$ cat config.mk
export PLATFORM = sky130hd
export DESIGN_NAME = alu_cmd_engine_flat
export DESIGN_NICKNAME = d
export VERILOG_FILES = /design/src/rtl/alu_cmd_pkg.sv /design/src/rtl/alu_cmd_if.sv /design/src/rtl/alu.sv /design/src/rtl/alu_rsp_fifo.sv /design/src/rtl/alu_cmd_engine.sv /design/src/flat_wrapper.sv
export SDC_FILE = /design/constraint.sdc
export NUM_CORES = 1
export LEC_CHECK = 0
export ABC_AREA = 1
export CORE_ASPECT_RATIO = 0.6
export CORE_MARGIN = 3
export CORE_UTILIZATION = 40
export DETAILED_ROUTE_END_ITERATION = 12
export PLACE_DENSITY = 0.58
export SLEW_MARGIN = 20
export SYNTH_ARGS = -nofsm -noshare
export SYNTH_HDL_FRONTEND = slang
export SYNTH_SLANG_ARGS = --single-unit
export TNS_END_PERCENT = 1
$ cat constraint.sdc
create_clock -name clk -period 3.2 [get_ports clk]
set_input_delay 0.32 -clock clk [delete_from_list [all_inputs] [get_ports clk]]
set_output_delay 0.32 -clock clk [all_outputs]
set_load 0.01 [all_outputs]
$ cat src/rtl/alu_cmd_pkg.sv
// Shared opcode, flag-index and FSM-state definitions for the ALU command engine.
package alu_cmd_pkg;

    localparam logic [3:0] OP_ADD     = 4'd0;
    localparam logic [3:0] OP_SUB     = 4'd1;
    localparam logic [3:0] OP_AND     = 4'd2;
    localparam logic [3:0] OP_OR      = 4'd3;
    localparam logic [3:0] OP_XOR     = 4'd4;
    localparam logic [3:0] OP_NOT     = 4'd5;
    localparam logic [3:0] OP_SHL     = 4'd6;
    localparam logic [3:0] OP_SHR     = 4'd7;
    localparam logic [3:0] OP_SAR     = 4'd8;
    localparam logic [3:0] OP_ROL     = 4'd9;
    localparam logic [3:0] OP_ROR     = 4'd10;
    localparam logic [3:0] OP_INC     = 4'd11;
    localparam logic [3:0] OP_DEC     = 4'd12;
    localparam logic [3:0] OP_PASSX   = 4'd13;
    localparam logic [3:0] OP_PASSY   = 4'd14;
    localparam logic [3:0] OP_ILLEGAL = 4'd15;

    localparam int FLG_ZERO  = 0;
    localparam int FLG_CARRY = 1;
    localparam int FLG_OVF   = 2;
    localparam int FLG_NEG   = 3;

    typedef enum logic [1:0] {
        IDLE = 2'd0,
        EXEC = 2'd1,
        CAPT = 2'd2
    } state_t;

endpackage

$ cat src/rtl/alu_cmd_if.sv
// Command and response handshake bundle between a controller (master) and the engine (slave).
interface alu_cmd_if #(parameter int WIDTH = 8);

    logic             cmd_valid;
    logic             cmd_ready;
    logic [WIDTH-1:0] cmd_x;
    logic [WIDTH-1:0] cmd_y;
    logic [3:0]       cmd_sel;
    logic             cmd_chain;

    logic             rsp_valid;
    logic             rsp_ready;
    logic [WIDTH-1:0] rsp_out;
    logic [3:0]       rsp_flags;
    logic             rsp_illegal;

    modport master (
        output cmd_valid, cmd_x, cmd_y, cmd_sel, cmd_chain, rsp_ready,
        input  cmd_ready, rsp_valid, rsp_out, rsp_flags, rsp_illegal
    );

    modport slave (
        input  cmd_valid, cmd_x, cmd_y, cmd_sel, cmd_chain, rsp_ready,
        output cmd_ready, rsp_valid, rsp_out, rsp_flags, rsp_illegal
    );

endinterface

$ cat src/rtl/alu.sv
// Combinational ALU: 15 operations on x/y with zero, carry, overflow and negative flags.
module alu
    import alu_cmd_pkg::*;
#(
    parameter int WIDTH = 8
) (
    input  logic [WIDTH-1:0] x,
    input  logic [WIDTH-1:0] y,
    input  logic [3:0]       sel,
    output logic [WIDTH-1:0] out,
    output logic             zero,
    output logic             carry,
    output logic             overflow,
    output logic             negative
);

    localparam logic [WIDTH:0] ONE = (WIDTH+1)'(1);

    always_comb begin
        // NOTE: every output gets a default before the case so no path leaves it unassigned (no latch).
        out      = '0;
        carry    = 1'b0;
        overflow = 1'b0;
        case (sel)
            OP_ADD: begin
                {carry, out} = {1'b0, x} + {1'b0, y};
                overflow     = (x[WIDTH-1] == y[WIDTH-1]) && (out[WIDTH-1] != x[WIDTH-1]);
            end
            OP_SUB: begin
                // carry is the borrow out: set when x < y unsigned
                {carry, out} = {1'b0, x} - {1'b0, y};
                overflow     = (x[WIDTH-1] != y[WIDTH-1]) && (out[WIDTH-1] != x[WIDTH-1]);
            end
            OP_AND:   out = x & y;
            OP_OR:    out = x | y;
            OP_XOR:   out = x ^ y;
            OP_NOT:   out = ~x;
            OP_SHL:   begin out = {x[WIDTH-2:0], 1'b0};        carry = x[WIDTH-1]; end
            OP_SHR:   begin out = {1'b0, x[WIDTH-1:1]};        carry = x[0];       end
            OP_SAR:   begin out = {x[WIDTH-1], x[WIDTH-1:1]};  carry = x[0];       end
            OP_ROL:   begin out = {x[WIDTH-2:0], x[WIDTH-1]};  carry = x[WIDTH-1]; end
            OP_ROR:   begin out = {x[0], x[WIDTH-1:1]};        carry = x[0];       end
            OP_INC: begin
                {carry, out} = {1'b0, x} + ONE;
                overflow     = !x[WIDTH-1] && out[WIDTH-1];
            end
            OP_DEC: begin
                {carry, out} = {1'b0, x} - ONE;
                overflow     = x[WIDTH-1] && !out[WIDTH-1];
            end
            OP_PASSX: out = x;
            OP_PASSY: out = y;
            default:  out = '0;
        endcase
    end

    assign zero     = (out == '0);
    assign negative = out[WIDTH-1];

endmodule

$ cat src/rtl/alu_rsp_fifo.sv
// Synchronous FIFO with occupancy count; pointers wrap naturally over a power-of-two depth.
module alu_rsp_fifo #(
    parameter int WIDTH = 13,
    parameter int DEPTH = 4
) (
    input  logic                     clk,
    input  logic                     rst_n,
    input  logic                     push,
    input  logic                     pop,
    input  logic [WIDTH-1:0]         din,
    output logic [WIDTH-1:0]         dout,
    output logic                     full,
    output logic                     empty,
    output logic [$clog2(DEPTH):0]   count
);

    localparam int AW = $clog2(DEPTH);

    logic [WIDTH-1:0] mem [DEPTH];
    logic [AW-1:0]    wr_ptr;
    logic [AW-1:0]    rd_ptr;
    logic             do_push;
    logic             do_pop;

    assign full    = (count == (AW+1)'(DEPTH));
    assign empty   = (count == '0);
    assign do_pop  = pop && !empty;
    assign do_push = push && (!full || pop);
    assign dout    = mem[rd_ptr];

    // NOTE: storage has no reset; the pointers and count alone define what is valid.
    always_ff @(posedge clk) begin
        if (do_push) begin
            mem[wr_ptr] <= din;
        end
    end

    // NOTE: state is updated with non-blocking assignments so every flop samples pre-edge values.
    always_ff @(posedge clk) begin
        if (!rst_n) begin
            wr_ptr <= '0;
            rd_ptr <= '0;
            count  <= '0;
        end else begin
            if (do_push) wr_ptr <= wr_ptr + 1'b1;
            if (do_pop)  rd_ptr <= rd_ptr + 1'b1;
            case ({do_push, do_pop})
                2'b10:   count <= count + 1'b1;
                2'b01:   count <= count - 1'b1;
                default: count <= count;
            endcase
        end
    end

endmodule

$ cat src/rtl/alu_cmd_engine.sv
// Command front-end for alu: IDLE/EXEC/CAPT sequencer plus response FIFO.
// Optional ALU_CMD_STATS_EN adds saturating push/overflow counters stat_ops and stat_ovf.
module alu_cmd_engine
    import alu_cmd_pkg::*;
#(
    parameter int WIDTH = 8,
    parameter int DEPTH = 4
) (
    input  logic        clk,
    input  logic        rst_n,
    alu_cmd_if.slave    bus
`ifdef ALU_CMD_STATS_EN
    ,
    output logic [15:0] stat_ops,
    output logic [15:0] stat_ovf
`endif
);

    localparam int CW = $clog2(DEPTH) + 1;
    localparam int EW = WIDTH + 5;

    state_t           state;
    state_t           state_nxt;
    logic             accept;
    logic             load_ops;
    logic             push;

    logic [WIDTH-1:0] op_x;
    logic [WIDTH-1:0] op_y;
    logic [3:0]       op_sel;
    logic [WIDTH-1:0] last_result;

    logic [WIDTH-1:0] alu_out;
    logic             alu_zero;
    logic             alu_carry;
    logic             alu_ovf;
    logic             alu_neg;

    logic             illegal;
    logic [WIDTH-1:0] res_out;
    logic [3:0]       res_flags;

    logic [EW-1:0]    fifo_dout;
    logic             fifo_full;
    logic             fifo_empty;
    logic             fifo_pop;
    logic [CW-1:0]    fifo_count;

    alu #(.WIDTH(WIDTH)) u_alu (
        .x        (op_x),
        .y        (op_y),
        .sel      (op_sel),
        .out      (alu_out),
        .zero     (alu_zero),
        .carry    (alu_carry),
        .overflow (alu_ovf),
        .negative (alu_neg)
    );

    always_ff @(posedge clk) begin
        if (!rst_n) state <= IDLE;
        else        state <= state_nxt;
    end

    always_comb begin
        state_nxt = state;
        case (state)
            IDLE:    if (accept) state_nxt = EXEC;
            EXEC:    state_nxt = CAPT;
            CAPT:    state_nxt = IDLE;
            default: state_nxt = IDLE;
        endcase
    end

    // Ready only while idle with a free slot, so the eventual push can never overflow.
    always_comb begin
        bus.cmd_ready = rst_n && (state == IDLE) && (fifo_count < CW'(DEPTH));
        accept        = bus.cmd_valid && bus.cmd_ready;
        load_ops      = (state == IDLE) && accept;
        push          = (state == CAPT);
    end

    always_ff @(posedge clk) begin
        if (!rst_n) begin
            op_x        <= '0;
            op_y        <= '0;
            op_sel      <= '0;
            last_result <= '0;
        end else begin
            if (load_ops) begin
                op_x   <= bus.cmd_chain ? last_result : bus.cmd_x;
                op_y   <= bus.cmd_y;
                op_sel <= bus.cmd_sel;
            end
            if (push) last_result <= res_out;
        end
    end

    assign illegal   = (op_sel == OP_ILLEGAL);
    assign res_out   = illegal ? '0 : alu_out;
    assign res_flags = illegal ? 4'b0000 : {alu_neg, alu_ovf, alu_carry, alu_zero};

    alu_rsp_fifo #(.WIDTH(EW), .DEPTH(DEPTH)) u_fifo (
        .clk   (clk),
        .rst_n (rst_n),
        .push  (push),
        .pop   (fifo_pop),
        .din   ({illegal, res_flags, res_out}),
        .dout  (fifo_dout),
        .full  (fifo_full),
        .empty (fifo_empty),
        .count (fifo_count)
    );

    assign fifo_pop      = bus.rsp_ready && !fifo_empty;
    assign bus.rsp_valid = !fifo_empty;
    assign {bus.rsp_illegal, bus.rsp_flags, bus.rsp_out} = fifo_empty ? '0 : fifo_dout;

    a_no_overflow: assert property (@(posedge clk) disable iff (!rst_n)
        !(push && fifo_full && !fifo_pop));

`ifdef ALU_CMD_STATS_EN
    always_ff @(posedge clk) begin
        if (!rst_n) begin
            stat_ops <= '0;
            stat_ovf <= '0;
        end else if (push) begin
            if (stat_ops != 16'hFFFF) stat_ops <= stat_ops + 16'd1;
            if (res_flags[FLG_OVF] && stat_ovf != 16'hFFFF) stat_ovf <= stat_ovf + 16'd1;
        end
    end
`endif

endmodule

$ cat src/flat_wrapper.sv
// flat-port wrapper written by rule: the top's interface ports become plain ports
module alu_cmd_engine_flat import alu_cmd_pkg::*;
#(
    parameter int WIDTH = 8,
    parameter int DEPTH = 4
)
  (clk, rst_n, bus_cmd_valid, bus_cmd_x, bus_cmd_y, bus_cmd_sel, bus_cmd_chain, bus_rsp_ready, bus_cmd_ready, bus_rsp_valid, bus_rsp_out, bus_rsp_flags, bus_rsp_illegal);
  alu_cmd_if #(.WIDTH(WIDTH)) bus_i ();
  input  logic clk;
  input  logic rst_n;
  input wire logic [$bits(bus_i.cmd_valid)-1:0] bus_cmd_valid;
  input wire logic [$bits(bus_i.cmd_x)-1:0] bus_cmd_x;
  input wire logic [$bits(bus_i.cmd_y)-1:0] bus_cmd_y;
  input wire logic [$bits(bus_i.cmd_sel)-1:0] bus_cmd_sel;
  input wire logic [$bits(bus_i.cmd_chain)-1:0] bus_cmd_chain;
  input wire logic [$bits(bus_i.rsp_ready)-1:0] bus_rsp_ready;
  output wire logic [$bits(bus_i.cmd_ready)-1:0] bus_cmd_ready;
  output wire logic [$bits(bus_i.rsp_valid)-1:0] bus_rsp_valid;
  output wire logic [$bits(bus_i.rsp_out)-1:0] bus_rsp_out;
  output wire logic [$bits(bus_i.rsp_flags)-1:0] bus_rsp_flags;
  output wire logic [$bits(bus_i.rsp_illegal)-1:0] bus_rsp_illegal;
  assign bus_i.cmd_valid = bus_cmd_valid;
  assign bus_i.cmd_x = bus_cmd_x;
  assign bus_i.cmd_y = bus_cmd_y;
  assign bus_i.cmd_sel = bus_cmd_sel;
  assign bus_i.cmd_chain = bus_cmd_chain;
  assign bus_i.rsp_ready = bus_rsp_ready;
  assign bus_cmd_ready = bus_i.cmd_ready;
  assign bus_rsp_valid = bus_i.rsp_valid;
  assign bus_rsp_out = bus_i.rsp_out;
  assign bus_rsp_flags = bus_i.rsp_flags;
  assign bus_rsp_illegal = bus_i.rsp_illegal;
  alu_cmd_engine #(.WIDTH(WIDTH), .DEPTH(DEPTH)) u_core (.clk(clk), .rst_n(rst_n), .bus(bus_i));
endmodule
Yosys cells after proc, flatten, opt, wreduce, memory -nomap -nowiden
Memories as Yosys holds them, arrays and structs flattened. A register that Yosys moved wholly into a read port is not among the register bits.
Index checks and enable logic that the tools add are counted.
- register bits: 37
- memories kept: 1
- output and inout bits: 15
- bits of input ports: 25
- logic and storage cells: 84
- bits in writable memories: 52
- memory list (memory ; words ; bits a word ; read ports ; clocked after memory_dff ; write ports ; RTL line ; RTL):
    u_core.u_fifo.mem ; 4 ; 13 ; 1 ; 1 ; 1 ; alu_rsp_fifo.sv:19 ; logic [WIDTH-1:0] mem [DEPTH];
- $add $sub $neg: 8
- bitwise gates (word level): 4
- multiplexer cells: 14
- eq/ne operators: 25
- reductions and logical operators: 23
- order comparisons: 1
- operators by type and width (cell ; count):
    case mux 8 bit (15 select lines) ; 1
    == test 4 bit (second input constant) ; 8
    == test 4 x 3 -> 1 bit (second input constant) ; 4
    two-way mux 8 bit ; 2
    two-way mux 13 bit ; 1
    logical AND 1 bit ; 11
    adder 8 x 1 -> 9 bit (second input constant) ; 1
    adder 8 x 8 -> 9 bit ; 1
    subtractor 8 x 1 -> 9 bit (second input constant) ; 1
    subtractor 8 x 8 -> 9 bit ; 1
    AND 8 bit ; 1
    == test 4 x 2 -> 1 bit (second input constant) ; 2
    logical NOT 8 bit ; 1
    NOT 8 bit ; 1
    OR 8 bit ; 1
    XOR 8 bit ; 1
    two-way mux 2 bit ; 3
    case mux 1 bit (6 select lines) ; 1
    case mux 3 bit (2 select lines) ; 1
    adder 2 x 1 -> 2 bit (second input constant) ; 2
    == test 2 x 1 -> 1 bit (second input constant) ; 2
    == test 2 bit (second input constant) ; 2
    == test 4 x 1 -> 1 bit (second input constant) ; 1
    logical NOT 1 bit ; 4
    other kinds (18) ; 21

Logic depth before layout (Yosys ltp)
Gate-level depths: netlist (run 1).
- depth after elaboration: 7
- gate-level depth with buffers: 17
- gate-level depth less buffers: 16

Modules after synthesis
From an unflattened synthesis (run 1), not the netlist that was laid out.
- cell total of the unflattened synthesis: 875
- area, all modules: 6149.6 um^2
- by module, submodules not included (module ; instances ; area each (um^2) ; cells each ; seq. area each (um^2)):
    alu_rsp_fifo ; 1 ; 2541.2 ; 200 ; 1741.7
    alu ; 1 ; 2113.3 ; 429 ; 0.0
    alu_cmd_engine ; 1 ; 1495.2 ; 246 ; 600.6

Worst setup path after synthesis (run 1)
Ideal clock, no wire load.
- path kind: flip-flop to flip-flop
- from: register u_core.op_x[1]
- to: memory u_core.u_fifo.mem[0][8], data pin
- setup time: 0.167 ns
- cell stages (with the launch flop): 15
- data arrival time: 2.065 ns
- clock period less this slack: 2.231 ns
- required time: 3.033 ns
- path buffers: 1
- slack: 0.969 ns
- cells stage by stage: dfxtp_1 > clkbuf_1 > inv_1 > fa_1 > inv_1 > nand2_1 > nand2_1 > nand3_1 > nand3_1 > nand2_1 > inv_1 > nand3_1 > nor2_1 > nand3_1 > nor2_1
- longest elaborated chain between the ends: 4
- elaborated cells between the ends (all ways): 11
- those cells by class: add/sub: 4; mux: 2; bitwise: 4; reduce/logical: 1
- ends and longest elaborated chain (element ; RTL line ; RTL):
    from (decl) ; alu_cmd_engine.sv:28 ; logic [WIDTH-1:0] op_x;
    from (signal assigned) ; alu_cmd_engine.sv:91 ; op_x <= bus.cmd_chain ? last_result : bus.cmd_x;
    subtractor 8 x 1 -> 9 bit (tied with other cells) ; alu.sv:48 ; {carry, out} = {1'b0, x} - ONE;
    case mux 8 bit (15 select lines) (*) ; alu.sv:24 ; case (sel)
    logical NOT 8 bit (*) ; alu.sv:57 ; assign zero = (out == '0);
    two-way mux 4 bit (*) ; alu_cmd_engine.sv:101 ; assign res_flags = illegal ? 4'b0000 : {alu_neg, alu_ovf, alu_carry, alu_zero};
    via u_core.res_flags[0] ; alu_cmd_engine.sv:41 ; logic [3:0] res_flags;
    to (decl) ; alu_rsp_fifo.sv:19 ;
Mark *: on every way through the listed nets, which the timed path passes. The rest lies on a longest branch.

Final worst setup path (run 1)
- from: register u_core.op_y[2]
- to: memory u_core.u_fifo.mem[0][8], data pin
- longest elaborated chain between the ends: 4
- elaborated cells between the ends (all ways): 8
- those cells by class: add/sub: 2; mux: 2; bitwise: 3; reduce/logical: 1
- ends and longest elaborated chain (element ; RTL line ; RTL):
    from (decl) ; alu_cmd_engine.sv:29 ; logic [WIDTH-1:0] op_y;
    from (signal assigned) ; alu_cmd_engine.sv:92 ; op_y <= bus.cmd_y;
    subtractor 8 x 8 -> 9 bit (tied with other cells) ; alu.sv:31 ; {carry, out} = {1'b0, x} - {1'b0, y};
    case mux 8 bit (15 select lines) (*) ; alu.sv:24 ;
    logical NOT 8 bit (*) ; alu.sv:57 ;
    two-way mux 4 bit (*) ; alu_cmd_engine.sv:101 ;
    via u_core.res_flags[0] ; alu_cmd_engine.sv:41 ;
Marked as above.

==> results of run 1 <==
-- logic make-up after synthesis --
| logic type | Yosys count | synth area share (%) |
|---|---|---|
| AND/OR/NAND/NOR | 411 | 29.81 |
| AO/OA/AOI/OAI | 138 | 12.46 |
| buffers and inverters | 134 | 9.394 |
| flip-flops | 87 | 39.72 |
| adder cells (fa/ha/maj) | 36 | 8.455 |
| XOR/XNOR | 1 | 0.1566 |
-- sequential cells by signal, indices dropped and copies added (netlist names), named ones only --
name                  count
u_core.u_fifo.mem        48
u_core.last_result        8
u_core.state              2
u_core.u_fifo.count       3
u_core.op_y               8
u_core.op_sel             4
u_core.u_fifo.rd_ptr      2
u_core.u_fifo.wr_ptr      2
u_core.op_x               8
-- cells in the final DEF (no fill, tap or decap) --
cell             count
clkbuf_1             1
inv_6                1
nor3_1               6
o21bai_1             1
nand4_1              9
or2_2                1
nor2_2               2
clkinv_4             2
o21a_1               1
nand2_1            187
xor2_1               1
ha_2                 1
nand3_1             62
a31oi_1              1
ha_1                32
nor4_2               1
inv_8                1
nand3b_1             1
clkdlybuf4s50_1     39
o21ai_0             70
inv_1              106
clkinvlp_4           2
clkbuf_16            9
buf_4               18
edfxtp_1            48
nor2_1             142
fa_1                 3
dfxtp_1             39
a21oi_1             65
-- worst register-to-register path: stages, from the launching register on --
cell and delay (ns):
dfxtp_1 0.45, inv_1 0.18, ha_2 0.49, inv_1 0.13, a21oi_1 0.31, nand3_1 0.12, nand3_1 0.10, nand2_1 0.07
inv_1 0.10, nand3_1 0.26, nor2_1 0.17, nand3_1 0.10, nor2_1 0.20
-- Yosys cell counts (6+ instances only) --
master / count
nand3_1: 62
clkbuf_1: 16
nor3_1: 6
a21oi_1: 65
buf_2: 6
o21ai_0: 70
dfxtp_1: 39
nor2_1: 143
ha_1: 33
nand2_1: 187
nand4_1: 9
edfxtp_1: 48
inv_1: 106
-- power groups by stage --
stage	sequential [mW]	clock (mW)	combinational (mW)
final	1.37	0.998	1.41
after global routing	1.38	1.06	1.58
after CTS	1.37	1.01	1.40
after detailed placement	1.39	0	1.39
after global placement	1.39	0	1.39
after floorplan	1.37	0	0.853
-- per-stage QoR --
step                hold WS (ns)  instance area (um2)
floorplan                 0.4233                 5594
global placement          0.4325                 6226
detailed placement        0.4580                 6226
CTS                       0.4648                 6507
global route              0.4971                 6513
finish                    0.4661                 6513
-- routing by layer --
metal | global-route usage, % | vias up | share of wire, %
li1 | - | 2676 | -
met3 | 8.990 | 13 | 12
met2 | 29.59 | 255 | 35
met4 | 3.305 | 0 | 0.63
met1 | 42.13 | 2474 | 52
met5 | 0 | - | 0
-- cell type report --
type,instances,share of cell area (%)
clock buffers,10,3.516
clock inverters,6,0.8069
inverters,106,6.110
multi-input cells,586,43.78
flip-flops and latches,87,34.12
well taps,187,3.593
repair buffers,57,8.069
-- timing repair --
| action | CTS | global route |
|---|---|---|
| setup buffers | 0 | 0 |
| setup endpoints to repair | 0 | 4 |
| resized for setup | 0 | 2 |
-- worst max-delay path by stage --
stage / depth (start not counted) / startpoint / slack, ns / to
finish: 12 / u_core.op_y[2] / 0.34 / u_core.u_fifo.mem[0][8]
global route: 14 / u_core.op_x[0] / 0.02 / u_core.u_fifo.mem[2][8]
CTS: 14 / u_core.op_x[0] / 0.28 / u_core.u_fifo.mem[2][8]
detailed placement: 14 / u_core.op_x[0] / 0.30 / u_core.u_fifo.mem[0][8]
global placement: 14 / u_core.op_x[0] / 0.41 / u_core.u_fifo.mem[1][8]
floorplan: 14 / u_core.op_x[1] / 0.97 / u_core.u_fifo.mem[0][8]
==> impl_results.md, run 1 <==
- Run status: finished, final reports clean
- Total half-perimeter wirelength after legalization and detailed placement: 14,810 um
- Share of cells above drive strength 1: roughly 4.5%
- Number of I/O pins: 40
- Worst Slack Setup Final: 0.3376 ns
- GP Congestion: slightly above 1
- Post-detailed-route DRC marker count: 0
- Area enclosed by the die boundary: 15,490 um2
- FF-to-FF setup slack: 0.34 ns
- Hold Crit Depth: 2
- CP Buf/Inv Count: 3
- Global-route wire length before repair: 28,940 um
- P&R area growth vs syn: 16.42%
- Most frequent cell on the critical path: nand3_1
- Classification of the worst-slack hold path: register to register
- Number of synthesized register bits: 87
- Critical-path maximum fanout: 11
- TritonCTS Sinks: 87
- # placed instances: slightly above 1,000
- Portion of synthesized cell area occupied by the leading cell type: approximately 26%
- Maximum clock skew at final layout: 0.01822 ns
- Asr flop ratio synth: 0%
- Cell count after synthesis: a little over 800
- Part of the power in the clock network: 26.4%
- CORE AREA: 13,250 um2
- Critical Path End Type: register
- Delay-heaviest family, CP: simple AND/OR/NAND/NOR gates
- All-Layer GR Usage: 24.98%
- Starting utilization of the core area: between 40% and 50%
- Worst EP required: 3.36 ns
- Final period utilization: between 80 and 90%
- Setup repair after global routing missed its margin: false
- Number of nets at the end of the flow: 908
- Mean cell area of the mapped netlist: just under 7 um2
- Number of design-rule violations left by the first detailed-router iteration: 675
- Count of maximum capacitance violations: 0
- Measured slew at the worst slew-check pin: 0.8684 ns
- Max-slew headroom at the worst pin: 41.89%
- Leakage: 3.025 nW
- Switching share of power: a little under two fifths
- Combinational power share: 37.4%
- Max-slew violation count: 0
- Cells traversed along the worst timing path: inv_1, ha_2, inv_1, a21oi_1, nand3_1, nand3_1, nand2_1, inv_1, nand3_1, nor2_1, nand3_1, nor2_1
- Sequential cell fraction of total power: a little over a third
- Final critical path time including I/O delays and setup: 2.862 ns
- Count of vias placed by the detailed router: 5,418
- Post-Synthesis Cell Area: 5594 um2
- Yosys Warn Count: 0
- Largest net degree at the start of global routing: 34
- Hold Path End: u_core.state[1]
- Number of input and output port buffers inserted: 39
- Startpoint of the worst hold path: u_core.state[0]
- Vias per std cell: 5.215
- Antenna violation net count after detailed routing: 0
- Total negative slack: 0 ns
- Most area-consuming cells after synthesis: edfxtp_1 26%, dfxtp_1 14%, nand2_1 13%, nor2_1 9.6%, ha_1 7.4%
- Cell with the largest stage delay on the worst path: ha_2
- FF/Latch Area: around 2200 um2
- Power per Cell Area: 580.9 nW/um2
- Portion of the post-synthesis area used by sequential elements: 39.72%
- Cell count of the worst reg-to-reg path: 12
- Most instantiated flip-flop cell in the synthesis netlist: edfxtp_1
- Kind of launch point of the worst setup path: register
- Number of clock buffers inserted by TritonCTS: 9
- Core Rows: 32
- Antenna violations before repair: 0
- Vertical die dimension: roughly 98 um
- Internal power of the cells: 2.344 mW
- Clock Tree Root: clkbuf_16
- Cell accounting for the most synthesized area: edfxtp_1
- Combined area of the multi-input logic cells: 2851 um2
- Clock slew at reported path FFs: roughly 0.08 ns
- First-pass detailed-route iteration total: 5
- Routed len/inst: 18.15 um
- Critical Path AT: between 3 and 4 ns
- Number of inserted diodes: 0
- Detailed-route wire length: 18,860 um
- TritonCTS clock tree: built
- Count of filler cells inserted in the layout: between 1,000 and 1,500
- Worst Setup Slack post-DPL: 0.2987 ns
- Startpoint-to-endpoint class of the critical path: register to register
- Total chip power: 3.783 mW
- Reg2reg end: u_core.u_fifo.mem[0][8]
- Cts hold-fix bufs: 0
- Peak VDD IR: 344.5 uV
- Horizontal die dimension: 158.7 um
- Post-synth EDFFs: 48
- Highest clock frequency the design can meet: around 350 MHz
- Maximum number of buffers from clock root to sink: 2
- Total congestion overflow: 0
- Net switching power: about 1.4 mW
- Non-filler cells, final: between 1,000 and 1,500
- Number of nets in the synthesized netlist: 868
- Final number of hold-violating endpoints: 0
- Setup-failing EPs final: 0
- Vias in the first global route: 4,893
- Core utilization of the finished layout: 49.14%
- Count of cell types in the netlist: 25
- Worst stage delay on the critical path: 0.49 ns
- Source-to-sink clock delay at the later pin of the worst-skew pair: 0.35 ns
- Worst reg2reg path startpoint: u_core.op_y[2]
- H-tree Lvls: 3
Power figures use the tool's default switching activity.
==> inputs of run 2 (changes only) <==
CORE_UTILIZATION = 46   (was 40)
DONT_BUFFER_PORTS = 1   (was not set)
PLACE_DENSITY = 0.61   (was 0.58)
==> run 2 against run 1 <==
Compared with the run above: sequential share of layout area rose by 2.3 points; die area is 12% lower; combinational power down 16%; critical path type unchanged; largest cell class unchanged; largest power group is now sequential cells; highest routed layer unchanged.
==> impl_results.md, run 2 (synthesis gave the netlist of run 1 again) <==
- Commonest cells after routing, fill and taps aside: 187 x nand2_1, 143 x nor2_1, 106 x inv_1, 70 x o21ai_0, 65 x a21oi_1
- Highest clock frequency the design can meet: 357.7 MHz (+2.4%)
- Measured slew at the worst slew-check pin: 0.8226 ns (-0.04583 ns)
- Setup-failing EPs final: 0 (unchanged)
- Most common library cell in the layout ignoring fill and taps: nand2_1
- Met3 WL: 2478 um (+10%)
- P&R area growth vs syn: 9.014%
- Crit path from: u_core.op_x[0]
- Final critical path time including I/O delays and setup: 2.795 ns (-0.06715 ns)
- Core Rows: 30 (-6.3%)
- GP Congestion: 1.030 (+2.3%)
- Source-to-sink clock delay at the later pin of the worst-skew pair: 0.34 ns (about the same)
- Detailed-route wire length: 18,360 um (-2.7%)
- M1 wire length: 9301 um (-5.8%)
- Core utilization of the finished layout: 52.58% (+3.4 points)
- Share of cells above drive strength 1: 4.551% (+0.091 points)
- Number of input and output port buffers inserted: 0 (-100%)
- Critical Path AT: 2.94 ns (-0.08 ns)
- Number of I/O pins: 40 (unchanged)
- Antenna violation net count after detailed routing: 0 (unchanged)
- Max FFs per register: 48 (unchanged)
- Setup repair after global routing missed its margin: false
- Largest net degree at the start of global routing: 35 (+2.9%)
- CORE AREA: 11,600 um2 (-12%)
- Critical Path End Type: register
- Clock Tree Root: clkbuf_16
- Routed len/inst: 18.86 um (+3.9%)
- TritonCTS clock tree: built
- Clock slew at reported path FFs: 0.07 ns (about the same)
- Maximum number of buffers from clock root to sink: 2 (unchanged)
- Max-slew violation count: 0 (unchanged)
- Max-slew headroom at the worst pin: 44.96% (+3.1 points)
- Number of design-rule violations left by the first detailed-router iteration: 806 (+19%)
- Area enclosed by the die boundary: 13,560 um2 (-12%)
- Post CTS Setup Buffer Count: 0 (unchanged)
- Number of inserted diodes: 0 (unchanged)
- All-Layer GR Usage: 26.99% (+2.0 points)
- Antenna violations before repair: 0 (unchanged)
- Horizontal die dimension: 148.4 um (-6.5%)
- Global-route wire length before repair: 27,430 um (-5.2%)
- Worst Setup Slack post-DPL: 0.3725 ns (+0.07386 ns)
- Leakage: 2.892 nW (-4.4%)
- Vertical die dimension: 91.42 um (-6.3%)
- Maximum clock skew at final layout: 0.006882 ns (-0.01134 ns)
- First-pass detailed-route iteration total: 5 (unchanged)
- Final period utilization: 87.35% (-2.1 points)
- Count of maximum capacitance violations: 0 (unchanged)
- Quantity of gates resized following cts: 0 (unchanged)
- Worst-case hold slack: 0.1006 ns (-0.3655 ns)
- FF-to-FF setup slack: 0.40 ns (+0.07 ns)
- Worst reg2reg path startpoint: u_core.op_x[0]
- Total half-perimeter wirelength after legalization and detailed placement: 14,410 um (-2.7%)
- Non-filler cells, final: 973 (-6.4%)
- Vias per std cell: 5.588 (+7.2%)
- TritonCTS Sinks: 87 (unchanged)
- Register containing the most flip-flops in the final layout: u_core.u_fifo.mem
- Classification of the worst-slack hold path: input port to register
- Starting utilization of the core area: 48.23% (+6.0 points)
- Reg2reg end: u_core.u_fifo.mem[1][8]
- Vias in the first global route: 4,609 (-5.8%)
- Post-detailed-route DRC marker count: 0 (unchanged)
- Number of clock buffers inserted by TritonCTS: 9 (unchanged)
- Kind of launch point of the worst setup path: register
- Number of nets at the end of the flow: 869 (-4.3%)
- Worst setup path endpoint: u_core.u_fifo.mem[1][8]
- Total congestion overflow: 0 (unchanged)
- Total negative slack: 0 ns (unchanged)
- Startpoint-to-endpoint class of the critical path: register to register
- # placed instances: 957 (-6.5%)
- H-tree Lvls: 3 (unchanged)
- Worst Slack Setup Final: 0.4047 ns (+0.06715 ns)
- Top metal layer carrying routed signals: met4
- Power per Cell Area: 593.9 nW/um2 (+2.2%)
- Peak VDD IR: 390.7 uV (+13%)
- Count of vias placed by the detailed router: 5,437 (+0.35%)
- Metal2 WL: 6366 um (-3.8%)
- Critical-path maximum fanout: 9 (-2)
- Final number of hold-violating endpoints: 0 (unchanged)
- Worst EP required: 3.35 ns (about the same)
- Cell count of the worst reg-to-reg path: 14 (+2)
- Cts hold-fix bufs: 0 (unchanged)
- Run status: finished, final reports clean
-- run 2: routing by layer --
layer,vias up,global-route usage (%)
met2,333,31.27
met1,2490,47.01
met4,0,4.458
met3,17,7.581
met5,-,0
li1,2597,-
-- run 2: critical path, stage by stage (launching register included) --
cell and delay [ns]:
dfxtp_2 0.43, inv_1 0.16, ha_1 0.25, fa_1 0.43
nor2_1 0.11, nor2_1 0.05, nand2_1 0.06, nand2_1 0.05
nor2_1 0.14, nand2_1 0.11, nor2_1 0.22, nand2_1 0.07
nor2_1 0.18, nand3_1 0.12, nor2_1 0.22
-- run 2: per-stage QoR --
step,power [mW],cell area (um2)
finish,3.622,6098
global route,3.832,6098
CTS,3.615,6097
detailed placement,2.560,5802
global placement,2.539,5802
floorplan,2.221,5594
-- run 2: final cells by class --
class / count / area, um2
Clock buffer: 9 / 225.2
Clock inverter: 7 / 70.07
Fill cell: 1133 / 5500
Inverter: 106 / 397.9
Multi-Input combinational cell: 586 / 2846
Sequential cell: 87 / 2223
Tap cell: 160 / 200.2
Timing Repair Buffer: 18 / 135.1
-- run 2: how the worst min path moves through the flow --
stage                     depth (start not counted)  slack [ns]            start         endpoint
after floorplan                                   1        0.42  u_core.state[1]  u_core.state[1]
after global placement                            1        0.44  u_core.state[1]  u_core.state[1]
after detailed placement                          1        0.45  u_core.state[1]  u_core.state[1]
after CTS                                         2        0.09            rst_n  u_core.state[1]
after global routing                              2        0.11            rst_n  u_core.state[1]
final                                             2        0.10            rst_n  u_core.state[1]
-- run 2: where the power goes --
group / internal, mW / switching, mW / leakage, nW
Clock: 0.606 / 0.450 / 0.144
Sequential: 1.30 / 0.0856 / 0.758
Combinational: 0.316 / 0.865 / 1.99
Total: 2.22 / 1.40 / 2.89
==> RTL change 1 (config.mk and constraints of run 2) <==
Encoding of `state_t`: now one-hot (3 bits for 3 states).
--- a/src/rtl/alu_cmd_pkg.sv
+++ b/src/rtl/alu_cmd_pkg.sv
@@ -25,6 +25,6 @@
 
-    typedef enum logic [1:0] {
-        IDLE = 2'd0,
-        EXEC = 2'd1,
-        CAPT = 2'd2
+    typedef enum logic [2:0] {
+        IDLE = 3'b001,
+        EXEC = 3'b010,
+        CAPT = 3'b100
     } state_t;
Function: no difference found for any inputs over 4 cycles, from zero or initial values and one cycle with rst_n low; so few cycles prove little.
==> RTL change 1 against run 2 <==
Worst setup slack better by 0.0070 ns. Design area down 1.1%. Synthesized cell count down 3.5%. Sequential power down 4%. Sequential cell count up 1. Count of clock-buffer cells in the layout up 3. Synthesized area down 1.0%. Die area down 0.95%. First-iteration DRC count down 29%. Routed wire length down 12%. Total power down 10%. Critical endpoint is now u_core.u_fifo.mem[0][8]$_DFFE_PP_.
==> RTL change 1: results (changes against run 2) <==
stage,metric,value,unit,change
yosys,synth_compound_area_frac,0.133,,was 0.125
pwr,leakagePower,2.73,nW,was 2.89 nW
cells_and_area,nNetsFinal,838,,was 869
cells_and_area,clockBufferCount,12,,was 9
cells_and_area,drive_above_1_share,0.0460,,was 0.0455
routing,viasPerCell,5.55,,was 5.59
worst_setup_path,rr_endpoint,u_core.u_fifo.mem[0][8]$_DFFE_PP_,,was u_core.u_fifo.mem[1][8]$_DFFE_PP_
pwr,pwr-share-clk,0.330,,was 0.291
pwr,ir_worst_vdd,0.294,mV,was 0.391 mV
yosys,synth_common_cells,"nand2_1, nor2_1, inv_1, o21ai_0, a21oi_1",,unchanged
cells_and_area,clockNetworkAreaShare,0.0517,,was 0.0484
global_routing,grt_pass1_vias,4711,,was 4609
yosys,synth-adder-area-share,0.0854,,was 0.0845
sta,fin_skew,0.00522,ns,was 0.00688 ns
cells_and_area,multi_input_cells,564,,was 586
placement,dp_hpwl,12200,um,was 14400 um
min_path,holdPathEnd,u_core.u_fifo.count[2]$_SDFFE_PN0P_,,was u_core.state[1]$_SDFFE_PN0P_
cells_and_area,inverters,100,,was 106
yosys,synth.distinct_cells,32,,was 25
pwr,power,0.00324,W,was 0.00362 W
routing,wl,16200,um,was 18400 um
outcome,status,completed,,unchanged
placement,placed_area,0.00572,mm2,was 0.00580 mm2
cells_and_area,design.seq.count,88,,was 87
global_routing,grt_pass1_wl,25200,um,was 27400 um
cells_and_area,fillers,1141,,was 1133
routing,drtIter0Drc,571,,was 806
cells_and_area,buf_share,0.0174,,was 0.0222
cells_and_area,multiInputGateArea,0.00280,mm2,was 0.00285 mm2
pwr,seq_power_share,0.408,,was 0.382
die,dieArea,0.0134,mm2,was 0.0136 mm2
yosys,synth-seq-area-share,0.405,,was 0.397
worst_setup_path,crit_fanout,10,,was 9
RTL change 1: worst max-delay path by stage:
stage,startpoint,end,slack (ns),cells after the start
6_report,u_core.op_x[0]$_SDFFE_PN0P_,u_core.u_fifo.mem[0][8]$_DFFE_PP_,0.41,14
2_1_floorplan,u_core.op_x[3]$_SDFFE_PN0P_,u_core.u_fifo.mem[0][8]$_DFFE_PP_,0.97,14
3_5_place_dp,u_core.op_x[3]$_SDFFE_PN0P_,u_core.u_fifo.mem[1][8]$_DFFE_PP_,0.34,13
3_3_place_gp,u_core.op_x[3]$_SDFFE_PN0P_,u_core.u_fifo.mem[1][8]$_DFFE_PP_,0.55,13
4_1_cts,u_core.op_x[3]$_SDFFE_PN0P_,u_core.u_fifo.mem[0][8]$_DFFE_PP_,0.32,13
5_1_grt,u_core.op_x[0]$_SDFFE_PN0P_,u_core.u_fifo.mem[0][8]$_DFFE_PP_,0.14,14
RTL change 1: through the flow:
stage	setup slack [ns]	cells	hold slack (ns)
2_1_floorplan	0.969	779	0.409
3_3_place_gp	0.550	926	0.418
3_5_place_dp	0.336	926	0.429
4_1_cts	0.318	942	0.108
5_1_grt	0.139	942	0.106
6_report	0.412	942	0.118
RTL change 1: worst max-delay path, cell delays in order, from the launching register on:
cell and delay [ns]:
dfxtp_1 0.52, inv_1 0.18, ha_1 0.25, fa_1 0.46
nor2_1 0.12, nor2_1 0.05, nand2_1 0.05, nand2_1 0.06
nor2_1 0.09, nand2_1 0.06, nor2_1 0.18, nand2_1 0.10
nor2_1 0.16, nand4_1 0.10, nor2_1 0.22
RTL change 1: routing by layer:
layer	track usage	wire (um)	up-vias
met5	0	0	-
met3	0.110	2290	15
met4	0.0403	107	0
li1	-	-	2524
met2	0.318	6190	289
met1	0.363	7650	2400
==> RTL change 2 (settings of run 2) <==
Without the edit above. `DEPTH` is set to 4 in 3 places; all go to 2.
--- a/src/rtl/alu_rsp_fifo.sv
+++ b/src/rtl/alu_rsp_fifo.sv
@@ -3,3 +3,3 @@
     parameter int WIDTH = 13,
-    parameter int DEPTH = 4
+    parameter int DEPTH = 2
 ) (
--- a/src/rtl/alu_cmd_engine.sv
+++ b/src/rtl/alu_cmd_engine.sv
@@ -6,3 +6,3 @@
     parameter int WIDTH = 8,
-    parameter int DEPTH = 4
+    parameter int DEPTH = 2
 ) (
--- a/src/flat_wrapper.sv
+++ b/src/flat_wrapper.sv
@@ -4,3 +4,3 @@
     parameter int WIDTH = 8,
-    parameter int DEPTH = 4
+    parameter int DEPTH = 2
 )
Behaviour: not the same (Yosys sat finds a counterexample within 10 cycles, from zero or initial values and one cycle with rst_n low).
==> RTL change 2 against run 2 <==
Sequential cell count shrank 28. Non-clock buffer count shrank 2. Total power shrank 35%. Cell count shrank 18%. Synthesized area shrank 22%. Fmax shrank 1.4%. Design area shrank 21%. Combinational power shrank 49%. Clock skew is essentially flat. Critical path type unchanged. Count of clock-buffer cells in the layout grew 2. Routed wire length shrank 24%. Worst setup slack lost 0.039 ns. Hold slack gained 0.024 ns.
==> RTL change 2: results (changes against run 2) <==
stage,metric,value,unit,change
outcome,status,completed,,unchanged
pwr,leakagePower,2.26,nW,was 2.89 nW
routing,drtIter0Drc,481,,was 806
yosys,synth.most_common_cell,nand2_1,,unchanged
clock_tree,clkTransAtPathRegs,0.05,ns,was 0.07 ns
clock_tree,clock_path_buffers,2,,unchanged
yosys,synth-seq-area-share,0.324,,was 0.397
placement,port_buffers,0,,unchanged
yosys,synth_area_leaders,"edfxtp_1, dfxtp_1, nand2_1, ha_1, nand3_1",,"was edfxtp_1, dfxtp_1, nand2_1, nor2_1, ha_1"
worst_setup_path,critPathSlowestCell,dfxtp_1,,was dfxtp_2
global_routing,grt_pass1_wl,21700,um,was 27400 um
pwr,ir_worst_vdd,0.273,mV,was 0.391 mV
worst_setup_path,cp.arrival,3.01,ns,was 2.94 ns
placement,dp_hpwl,10900,um,was 14400 um
cells_and_area,nNetsFinal,722,,was 869
cells_and_area,drive_above_1_share,0.0730,,was 0.0455
yosys,yosysWarnings,0,,unchanged
sta,max_slew_margin,0.640,,was 0.450
placement,placedCellCount,781,,was 957
yosys,synth-edff-count,24,,was 48
yosys,synth.distinct_cells,37,,was 25
cells_and_area,diodes,0,,unchanged
placement,place_congestion,0.957,,was 1.03
yosys,ys.flop_type,dfxtp_1,,was edfxtp_1
routing,viasPerCell,5.55,,was 5.59
global_routing,grt_pass1_vias,3851,,was 4609
cells_and_area,largest_register_ffs,24,,was 48
clock_tree,cts_buffers,9,,unchanged
sta,fin_skew,0.00674,ns,was 0.00688 ns
global_routing,grt_max_degree,30,,was 35
yosys,syn_avg_cell_area,6.61,um2,was 6.93 um2
worst_setup_path,cp_slowest_stage_delay,0.47,ns,was 0.43 ns
clock_tree,clk_latency,0.33,ns,
worst_setup_path,crit_fanout,8,,was 9
yosys,synth_common_cells,"nand2_1, inv_1, nor2_1, nand3_1, a21oi_1",,"was nand2_1, nor2_1, inv_1, o21ai_0, a21oi_1"
routing,wl_per_cell,17.5,um,was 18.9 um
global_routing,groute.usage.overall,0.263,,was 0.270
routing,num_vias,4426,,was 5437
RTL change 2: cell types whose count changed in the layout (fill, tap and decap cells not counted), moves of 3 or more:
cell,before,now
a21oi_1,65,59
dfxtp_1,38,35
edfxtp_1,48,24
ha_1,33,29
inv_1,106,75
inv_2,0,4
nand2_1,187,177
nand3_1,62,67
nand3b_1,1,6
nor2_1,143,75
nor2_2,1,8
nor3_1,6,3
o21ai_0,70,44
RTL change 2: path summary, 6_finish.rpt:
kind         depth (start not counted)                              start  slack [ns]                           endpoint
min reg2reg                          1  u_core.u_fifo.rd_ptr$_SDFFE_PN0P_        0.46  u_core.u_fifo.rd_ptr$_SDFFE_PN0P_
min                                  2                              rst_n        0.12      u_core.op_sel[3]$_SDFFE_PN0P_
max reg2reg                         16        u_core.op_x[0]$_SDFFE_PN0P_        0.37  u_core.u_fifo.mem[0][8]$_DFFE_PP_
max                                 16        u_core.op_x[0]$_SDFFE_PN0P_        0.37  u_core.u_fifo.mem[0][8]$_DFFE_PP_
RTL change 2: metal layers:
metal  vias up  share of wire  GRT usage
met1      2015           0.52      0.419
met3        14           0.11     0.0759
met4         0          0.012     0.0618
met2       223           0.36      0.335
li1       2174              -          -
met5         -              0          0
RTL change 2: logic make-up (layout without fill, tap and decap cells):
logic type	Yosys count	in the layout	synth area share
flops	59	59	0.324
fa+ha+maj	31	31	0.0920
xor+xnor	2	2	0.00400
compound gates	111	111	0.131
buf+inv	104	112	0.0965
simple gates	356	356	0.352
RTL change 2: report_power, final:
part | leakage (nW) | switching, W | internal (W)
logic | 1.63 | 0.000425 | 0.000180
clock network | 0.129 | 0.000340 | 0.000539
registers | 0.507 | 0.0000404 | 0.000840
total | 2.26 | 0.000805 | 0.00156
RTL change 2: metrics by stage:
step	util	cell area (um2)	worst slack [ns]	hold WS, ns
after floorplan	-	4380	0.952	0.426
after global placement	0.511	4540	0.561	0.437
after detailed placement	0.511	4540	0.457	0.442
after CTS	0.541	4810	0.437	0.117
after global routing	0.541	4810	0.0836	0.123
final	0.541	4810	0.366	0.125
RTL change 2: area by class of cell:
cell class / instances / area, um2
tap: 126 / 158
clock inverter: 5 / 28.8
multi-input combinational: 500 / 2540
clock buffer: 11 / 243
inverter: 80 / 300
timing repair buffer: 16 / 120
sequential: 59 / 1420
fill: 885 / 4070
